## config.mk

```make
export PLATFORM = sky130hd
export DESIGN_NAME = ps2_key_tracker
export DESIGN_NICKNAME = d
export VERILOG_FILES = /design/src/rtl/ps2_key_tracker.sv
export SDC_FILE = /design/constraint.sdc
export NUM_CORES = 1
export LEC_CHECK = 0
export BUFFER_PORTS_ARGS = -buffer_cell sky130_fd_sc_hd__buf_2
export CORE_MARGIN = 2
export CORE_UTILIZATION = 61
export CTS_CLUSTER_DIAMETER = 30
export DETAILED_ROUTE_END_ITERATION = 10
export PLACE_DENSITY = 0.88
export RECOVER_POWER = 100
export SLEW_MARGIN = 20
export SYNTH_ARGS = -nofsm -noshare
export SYNTH_HDL_FRONTEND = slang
export SYNTH_SLANG_ARGS = --single-unit
```

## constraint.sdc

```tcl
create_clock -name clk -period 3.3 [get_ports clk]
set_input_delay 0.165 -clock clk [delete_from_list [all_inputs] [get_ports clk]]
set_output_delay 0.165 -clock clk [all_outputs]
set_load 0.1 [all_outputs]
```

## src/rtl/ps2_key_tracker.sv

```systemverilog
// rtl/ps2_key_tracker.sv - PS/2 keyboard frame receiver with piano-key state tracking
//
// Purpose:
//    Receives PS/2 frames (start, 8 data LSB first, odd parity, stop) from a raw
//    keyboard bus, reports each good byte, flags bad or stalled frames, and keeps
//    a held/released flag for seven piano keys (A S D F G H J) from make/break codes.
//
// Ports:
//    clk         in   system clock, all state changes on its rising edge
//    rst_n       in   synchronous active-low reset
//    ps2_clk     in   raw PS/2 clock, asynchronous to clk
//    ps2_data    in   raw PS/2 data, asynchronous to clk
//    key_a..key_j out  held flag per piano key
//    scan_code   out  last correctly received byte
//    scan_valid  out  one-cycle pulse when scan_code is updated
//    frame_err   out  one-cycle pulse on parity, stop-bit or timeout failure

module ps2_key_tracker #(
   parameter int TIMEOUT_CYCLES = 50000
) (
   input  logic       clk,
   input  logic       rst_n,
   input  logic       ps2_clk,
   input  logic       ps2_data,
   output logic       key_a,
   output logic       key_s,
   output logic       key_d,
   output logic       key_f,
   output logic       key_g,
   output logic       key_h,
   output logic       key_j,
   output logic [7:0] scan_code,
   output logic       scan_valid,
   output logic       frame_err
);

   localparam logic [1:0] ST_IDLE   = 2'd0;
   localparam logic [1:0] ST_DATA   = 2'd1;
   localparam logic [1:0] ST_PARITY = 2'd2;
   localparam logic [1:0] ST_STOP   = 2'd3;

   localparam int TW = (TIMEOUT_CYCLES > 1) ? $clog2(TIMEOUT_CYCLES + 1) : 1;
   localparam logic [TW-1:0] TMO_LAST = TW'(TIMEOUT_CYCLES - 1);

   // Synchronizers and edge history; all reset high so release from reset
   // looks like an idle bus rather than a falling edge.
   logic          r_clk_meta;
   logic          r_clk_sync;
   logic          r_clk_prev;
   logic          r_dat_meta;
   logic          r_dat_sync;

   logic [1:0]    r_state;
   logic [2:0]    r_bit_cnt;
   logic [7:0]    r_shift;
   logic          r_par;
   logic [TW-1:0] r_tmo;

   logic          r_brk;
   logic          r_ext;
   logic [6:0]    r_keys;      // bit 0 = a ... bit 6 = j
   logic [7:0]    r_scan_code;
   logic          r_scan_valid;
   logic          r_frame_err;

   logic          w_fall;
   logic          w_good;
   logic [6:0]    w_keys_nxt;
   logic          w_brk_nxt;
   logic          w_ext_nxt;

   assign w_fall = r_clk_prev & ~r_clk_sync;

   // Evaluated on the stop-bit edge: r_shift holds the byte, r_par the parity
   // bit, and r_dat_sync is the stop bit itself.
   assign w_good = r_dat_sync & (^{r_shift, r_par});

   // Decoder outcome for a good byte sitting in r_shift.
   always_comb begin
      w_keys_nxt = r_keys;
      w_brk_nxt  = 1'b0;
      w_ext_nxt  = 1'b0;
      if (r_shift == 8'hF0) begin
         w_brk_nxt = 1'b1;
         w_ext_nxt = r_ext;
      end else if (r_shift == 8'hE0) begin
         w_ext_nxt = 1'b1;
         w_brk_nxt = r_brk;
      end else if (!r_ext) begin
         // Extended codes fall through with keys untouched.
         case (r_shift)
            8'h00, 8'hFF: w_keys_nxt    = 7'd0;   // keyboard overrun
            8'h1C:        w_keys_nxt[0] = ~r_brk;
            8'h1B:        w_keys_nxt[1] = ~r_brk;
            8'h23:        w_keys_nxt[2] = ~r_brk;
            8'h2B:        w_keys_nxt[3] = ~r_brk;
            8'h34:        w_keys_nxt[4] = ~r_brk;
            8'h33:        w_keys_nxt[5] = ~r_brk;
            8'h3B:        w_keys_nxt[6] = ~r_brk;
            default:      ;
         endcase
      end
   end

   always_ff @(posedge clk) begin
      if (!rst_n) begin
         r_clk_meta   <= 1'b1;
         r_clk_sync   <= 1'b1;
         r_clk_prev   <= 1'b1;
         r_dat_meta   <= 1'b1;
         r_dat_sync   <= 1'b1;
         r_state      <= ST_IDLE;
         r_bit_cnt    <= 3'd0;
         r_shift      <= 8'd0;
         r_par        <= 1'b0;
         r_tmo        <= '0;
         r_brk        <= 1'b0;
         r_ext        <= 1'b0;
         r_keys       <= 7'd0;
         r_scan_code  <= 8'd0;
         r_scan_valid <= 1'b0;
         r_frame_err  <= 1'b0;
      end else begin
         r_clk_meta   <= ps2_clk;
         r_clk_sync   <= r_clk_meta;
         r_clk_prev   <= r_clk_sync;
         r_dat_meta   <= ps2_data;
         r_dat_sync   <= r_dat_meta;
         r_scan_valid <= 1'b0;
         r_frame_err  <= 1'b0;

         if (w_fall) begin
            r_tmo <= '0;
         end

         case (r_state)
            ST_IDLE: begin
               if (w_fall && !r_dat_sync) begin
                  r_state   <= ST_DATA;
                  r_bit_cnt <= 3'd0;
               end
            end
            ST_DATA: begin
               if (w_fall) begin
                  r_shift   <= {r_dat_sync, r_shift[7:1]};
                  r_bit_cnt <= r_bit_cnt + 3'd1;
                  if (r_bit_cnt == 3'd7) begin
                     r_state <= ST_PARITY;
                  end
               end
            end
            ST_PARITY: begin
               if (w_fall) begin
                  r_par   <= r_dat_sync;
                  r_state <= ST_STOP;
               end
            end
            ST_STOP: begin
               if (w_fall) begin
                  r_state <= ST_IDLE;
                  if (w_good) begin
                     r_scan_code  <= r_shift;
                     r_scan_valid <= 1'b1;
                     r_keys       <= w_keys_nxt;
                     r_brk        <= w_brk_nxt;
                     r_ext        <= w_ext_nxt;
                  end else begin
                     r_frame_err <= 1'b1;
                     r_brk       <= 1'b0;
                     r_ext       <= 1'b0;
                  end
               end
            end
            default: r_state <= ST_IDLE;
         endcase

         // Stall watchdog: only runs mid-frame and never in an edge cycle, so
         // it cannot collide with the stop-bit evaluation above.
         if (r_state != ST_IDLE && !w_fall) begin
            if (r_tmo == TMO_LAST) begin
               r_state     <= ST_IDLE;
               r_frame_err <= 1'b1;
               r_brk       <= 1'b0;
               r_ext       <= 1'b0;
               r_tmo       <= '0;
            end else begin
               r_tmo <= r_tmo + TW'(1);
            end
         end
      end
   end

   assign key_a      = r_keys[0];
   assign key_s      = r_keys[1];
   assign key_d      = r_keys[2];
   assign key_f      = r_keys[3];
   assign key_g      = r_keys[4];
   assign key_h      = r_keys[5];
   assign key_j      = r_keys[6];
   assign scan_code  = r_scan_code;
   assign scan_valid = r_scan_valid;
   assign frame_err  = r_frame_err;

endmodule

```

# ---- Word-level counts from Yosys, hierarchy flattened
# Index checks and enable logic that the tools add are counted.
dict set report word_totals {
  out_inout_bits 17
  regBits 54
  in_bits 4
}
dict set report op_classes {
  addsub 2
  bitwise_logic 7
  n_eq_ne 17
  muxes 41
  reduce_logical 30
}
# op count
set op_table {}
lappend op_table {{AND reduction 7 bit} 7}
lappend op_table {{two-way mux 16 bit} 3}
lappend op_table {{equality test 8 x 6 -> 1 bit, second input constant} 5}
lappend op_table {{equality test 8 bit, second input constant} 3}
lappend op_table {{two-way mux 1 bit} 20}
lappend op_table {{nonzero test 2 bit} 10}
lappend op_table {{adder 16 x 1 -> 16 bit, second input constant} 1}
lappend op_table {{equality test 16 bit, second input constant} 1}
lappend op_table {{equality test 8 x 5 -> 1 bit, second input constant} 2}
lappend op_table {{two-way mux 2 bit} 7}
lappend op_table {{case mux 1 bit (2 select lines)} 7}
lappend op_table {{AND reduction 3 bit} 3}
lappend op_table {{XOR reduction 9 bit} 1}
lappend op_table {{zero test 8 bit} 1}
lappend op_table {{case mux 2 bit (4 select lines)} 1}
lappend op_table {{two-way mux 3 bit} 2}
lappend op_table {{case mux 3 bit (2 select lines)} 1}
lappend op_table {{inverter 1 bit} 5}
lappend op_table {{equality test 2 bit, second input constant} 2}
lappend op_table {{inequality test 2 bit, second input constant} 2}
lappend op_table {{AND reduction 2 bit} 2}
lappend op_table {{adder 3 x 1 -> 3 bit, second input constant} 1}
lappend op_table {{equality test 3 bit, second input constant} 1}
lappend op_table {{AND 1 bit} 2}
lappend op_table {{5 further kinds} 7}

# ---- Logic depth before layout (Yosys ltp)
dict set report depth {
  ltp_word 8
  ltp_mapped 9
  mapped_depth_nobuf 7
}

# ---- Worst setup path before layout
# OpenSTA, ideal clock, no wires.
dict set report synth_path {
  kind {reg-to-reg}
  start {register r_shift[1]}
  end {register r_keys[2]}
  stages_incl_launch_ff 9
  setup_time_ns 0.117
  path_buffers 2
  arrival_time_ns 2.053
  slack_ns 1.130
  required_ns 3.183
  path_cell_list {dfxtp_1 buf_6 xor2_1 xnor3_2 mux2i_1 and2_1 buf_6 or3_1 a32o_1}
}
dict set report synth_between {
  elab_chain_len 4
  word_cells_on_any_way 13
}
# item line_no
set synth_rtl {}
lappend synth_rtl {{start, declared} 55} ;# logic [7:0] r_shift;
lappend synth_rtl {{start signal, assigned} 145} ;# r_shift <= {r_dat_sync, r_shift[7:1]};
lappend synth_rtl {{equality test 8 bit or zero test 8 bit (tied branches)} 91} ;# case (r_shift)
lappend synth_rtl {{OR reduction 2 bit} 91}
lappend synth_rtl {{nonzero test 2 bit (no source line)} -}
lappend synth_rtl {{AND reduction 7 bit (no source line)} -}
lappend synth_rtl {{end signal, assigned} 164} ;# r_keys <= w_keys_nxt;
lappend synth_rtl {{end, declared} 61} ;# logic [6:0] r_keys;
# Several ways; a longest one is shown, not always the timed one.
# A chain may end at the register's enable or synchronous reset.

==> out/metrics.yaml <==
final_stage_net_count: 341
vdd.ir_drop.worst_mv: 0.260
dp_slack_ns: 0.791
clock.fmax_mhz: 356
cp-end-kind: "register"
worst_ep_arrival_time_ns: 3.04
initial_utilization_pct: 64.8
timing.final.ws_setup_ns: 0.488
r2r-start: "r_shift[1]"
rsz0062_at_grt: "false"
synthAdderAreaFrac_pct: 1.42
yosys.area_share.simple_pct: 30.3
synthesis.area_sq_um: 2650
powerDensity_nw_per_um2: 385
hold_path.class: "primary input to register"
hpwlAfterDp_microns: 3840
initialDrtViolationCount: 301
grt.overflow.total: 0
cp_data_required_time_ns: 3.53
antenna_violations_before_repair: 0
htreeDepth: 2
post_cts_gate_resize_count: 0
report.final.hold_viol_count: 0
proportion_of_layout_cells_with_a_drive_suffix_above_1_pct: 5.07
die_x_microns: 69.9
postCtsSetupBuffers: 0
holdWs_ns: 0.0299
leakagePower_nw: 0.959
area_delta_synth_final_pct: 3.87
design.core.area_sq_um: 4090
dominantRegCellSynth: "sky130_fd_sc_hd__dfxtp_1"
setup.worst_path.start: "rst_n"
finalNonFillerCells: 385
async_flop_share_pct: 0
synth-seq-cells: 54
slew_headroom_pct: 9.94
layout.filler_cells: 369
synthMuxAreaShare_pct: 0.756
vias_per_instance: 6.33
ys_seq_area_share_pct: 40.8
routed-via-count: 2437
cts-buffers-inserted: 5
finalMaxSlewViolations: 0
worst-r2r-cell-count: 6
timing.critical_path.from_type: "primary input"
cts.path.max_buffers: 2
worstSetupPathType: "primary input to register"
setup_viol: 0
firstDrtPassIters: 5
stdcell_area_sq_um: 2750
skew_ns: 0.00574
number_of_drc_violations_after_detailed_routing: 0
placed_area_sq_um: 2690
antenna_cells: 0
avgSynthCellArea_sq_um: 8.05
cts-root-buf: "sky130_fd_sc_hd__clkbuf_8"
tritoncts: "done"
first_global_vias: 2173
synth_top_family_by_area: "simple AND/OR/NAND/NOR gates"
track_usage_pct: 23.7
tightest_slew_ns: 1.35
detail-route-antenna-nets: 0
ys_warn_count: 0
postLayoutCoreUtil_pct: 67.3
critical_path.reg2reg.endpoint: "scan_code[0]"
grt_first_pass_wirelength_microns: 9560
report.power.total_mw: 1.06
netlist-cell-type-count: 52
clk_transition_reported_paths_ns: 0.09
synth-edff-count: 0
fp.dieArea_sq_um: 4890
setup_total_negative_slack_ns: 0
top_level_ports: 21
finalCritPeriodShare_pct: 85.2
placementRows: 23
crit_path_end: "r_keys[6]"
port-buffer-count: 20
fp.dieH_microns: 69.9
cts.sink_count: 54
worstSkewPairLatency_ns: 0.31
rrSetupSlack_ns: 0.63
gp_routability_congestion: 0.850
netlist_instances: 329
outcome: "completed"
area_fraction_in_compound_gates_after_synthesis_pct: 17.6
placed_cells_incl_taps: 377
postRouteWirelength_microns: 5620
route.detailed.wl_per_inst_microns: 14.6
synth_xor_area_share_pct: 3.73
pin_count_of_the_biggest_net_entering_global_routing: 35
holdBufCountCts: 0
cap_violations: 0
path_max_fanout: 34
synthesis.nets: 336
holdPathStages: 2
min_period_ns: 2.81
critical path, cell delays in order:
cell                       delay [ns]
sky130_fd_sc_hd__clkbuf_1        0.97
sky130_fd_sc_hd__clkinv_1        0.17
sky130_fd_sc_hd__clkbuf_1        0.53
sky130_fd_sc_hd__nor4_1          0.75
sky130_fd_sc_hd__nand2b_1        0.19
sky130_fd_sc_hd__o31ai_1         0.24
cells in the final DEF (no fill, tap or decap), types with 10 or more instances in the layout:
| cell | instances |
|---|---|
| sky130_fd_sc_hd__nand3_1 | 20 |
| sky130_fd_sc_hd__nor3_1 | 10 |
| sky130_fd_sc_hd__nand2_1 | 49 |
| sky130_fd_sc_hd__clkbuf_1 | 20 |
| sky130_fd_sc_hd__dfxtp_1 | 54 |
| sky130_fd_sc_hd__o21ai_0 | 20 |
| sky130_fd_sc_hd__a21oi_1 | 25 |
| sky130_fd_sc_hd__nor2_1 | 26 |
| sky130_fd_sc_hd__or3_1 | 10 |
| sky130_fd_sc_hd__nand2b_1 | 10 |
report_power, final:
| part | internal (mW) | leakage (nW) | switching (mW) |
|---|---|---|---|
| sequential | 0.654 | 0.436 | 0.00261 |
| combinational | 0.00591 | 0.475 | 0.0205 |
| clock | 0.170 | 0.0482 | 0.206 |
cell usage after synthesis (2+ instances only):
| master | instances | area share (%) |
|---|---|---|
| sky130_fd_sc_hd__or4_1 | 2 | 0.57 |
| sky130_fd_sc_hd__a31o_2 | 2 | 0.66 |
| sky130_fd_sc_hd__nand4_1 | 6 | 1.4 |
| sky130_fd_sc_hd__inv_1 | 2 | 0.28 |
| sky130_fd_sc_hd__xor2_1 | 2 | 0.66 |
| sky130_fd_sc_hd__clkbuf_1 | 16 | 2.3 |
| sky130_fd_sc_hd__or2_2 | 2 | 0.47 |
| sky130_fd_sc_hd__o221a_2 | 2 | 0.85 |
| sky130_fd_sc_hd__dfxtp_1 | 54 | 41 |
| sky130_fd_sc_hd__and2_1 | 3 | 0.71 |
| sky130_fd_sc_hd__nor2b_1 | 4 | 0.94 |
| sky130_fd_sc_hd__a31oi_1 | 3 | 0.71 |
| sky130_fd_sc_hd__nor3_1 | 10 | 1.9 |
| sky130_fd_sc_hd__o211ai_1 | 2 | 0.57 |
| sky130_fd_sc_hd__a311oi_1 | 4 | 1.3 |
| sky130_fd_sc_hd__mux2i_1 | 2 | 0.76 |
| sky130_fd_sc_hd__nand3_1 | 20 | 3.8 |
| sky130_fd_sc_hd__a32o_1 | 2 | 0.76 |
| sky130_fd_sc_hd__a21oi_1 | 25 | 4.7 |
| sky130_fd_sc_hd__buf_6 | 5 | 2.1 |
| sky130_fd_sc_hd__o22ai_1 | 2 | 0.47 |
| sky130_fd_sc_hd__nor4_1 | 5 | 1.2 |
| sky130_fd_sc_hd__nand2_1 | 49 | 6.9 |
| sky130_fd_sc_hd__nand4b_1 | 2 | 0.66 |
| sky130_fd_sc_hd__xnor2_1 | 4 | 1.3 |
| sky130_fd_sc_hd__or3_1 | 10 | 2.4 |
| sky130_fd_sc_hd__nand2b_1 | 10 | 2.4 |
| sky130_fd_sc_hd__o311ai_0 | 4 | 1.3 |
| sky130_fd_sc_hd__nor2_1 | 25 | 3.5 |
| sky130_fd_sc_hd__o31ai_1 | 2 | 0.57 |
| sky130_fd_sc_hd__o21ai_0 | 19 | 3.6 |
| sky130_fd_sc_hd__and3_1 | 7 | 1.7 |
| sky130_fd_sc_hd__ha_1 | 3 | 1.4 |
state kept, by name, summed over array words and instances, names as in the netlist, 2 cells and up:
register and cells:
r_bit_cnt 3, scan_code 8, r_state 2, r_keys 7, r_shift 8, r_tmo 16
worst min path at each step:
stage	startpoint	endpoint	slack (ns)
after global placement	ps2_data	r_dat_meta	0.34
after detailed placement	ps2_clk	r_clk_meta	0.35
after CTS	ps2_data	r_dat_meta	0.03
after global routing	ps2_clk	r_clk_meta	0.03
final	ps2_data	r_dat_meta	0.03
after floorplan	rst_n	r_dat_meta	0.24
layout make-up:
| class | count | area [sq um] | area share, % |
|---|---|---|---|
| Clock buffer | 7 | 86.3 | 3.14 |
| Clock inverter | 1 | 5.00 | 0.182 |
| Inverter | 4 | 15.0 | 0.546 |
| Multi-Input combinational cell | 248 | 1420 | 51.6 |
| Sequential cell | 54 | 1080 | 39.3 |
| Tap cell | 50 | 62.6 | 2.27 |
| Timing Repair Buffer | 21 | 81.3 | 2.96 |
cells by family after synthesis:
kind of cell / count (synthesis)
simple gates: 161
compound gates: 74
flops: 54
buf+inv: 27
xor+xnor: 8
fa+ha+maj: 3
mux: 2
metal layers:
layer,global-route usage [%],vias up,part of all wire [%]
met4,10.0,0,1.7
li1,-,1194,-
met5,0,-,0
met3,4.91,14,8.3
met2,35.6,110,43
met1,33.1,1119,47
Note: power is estimated with default switching activity, not from simulation.
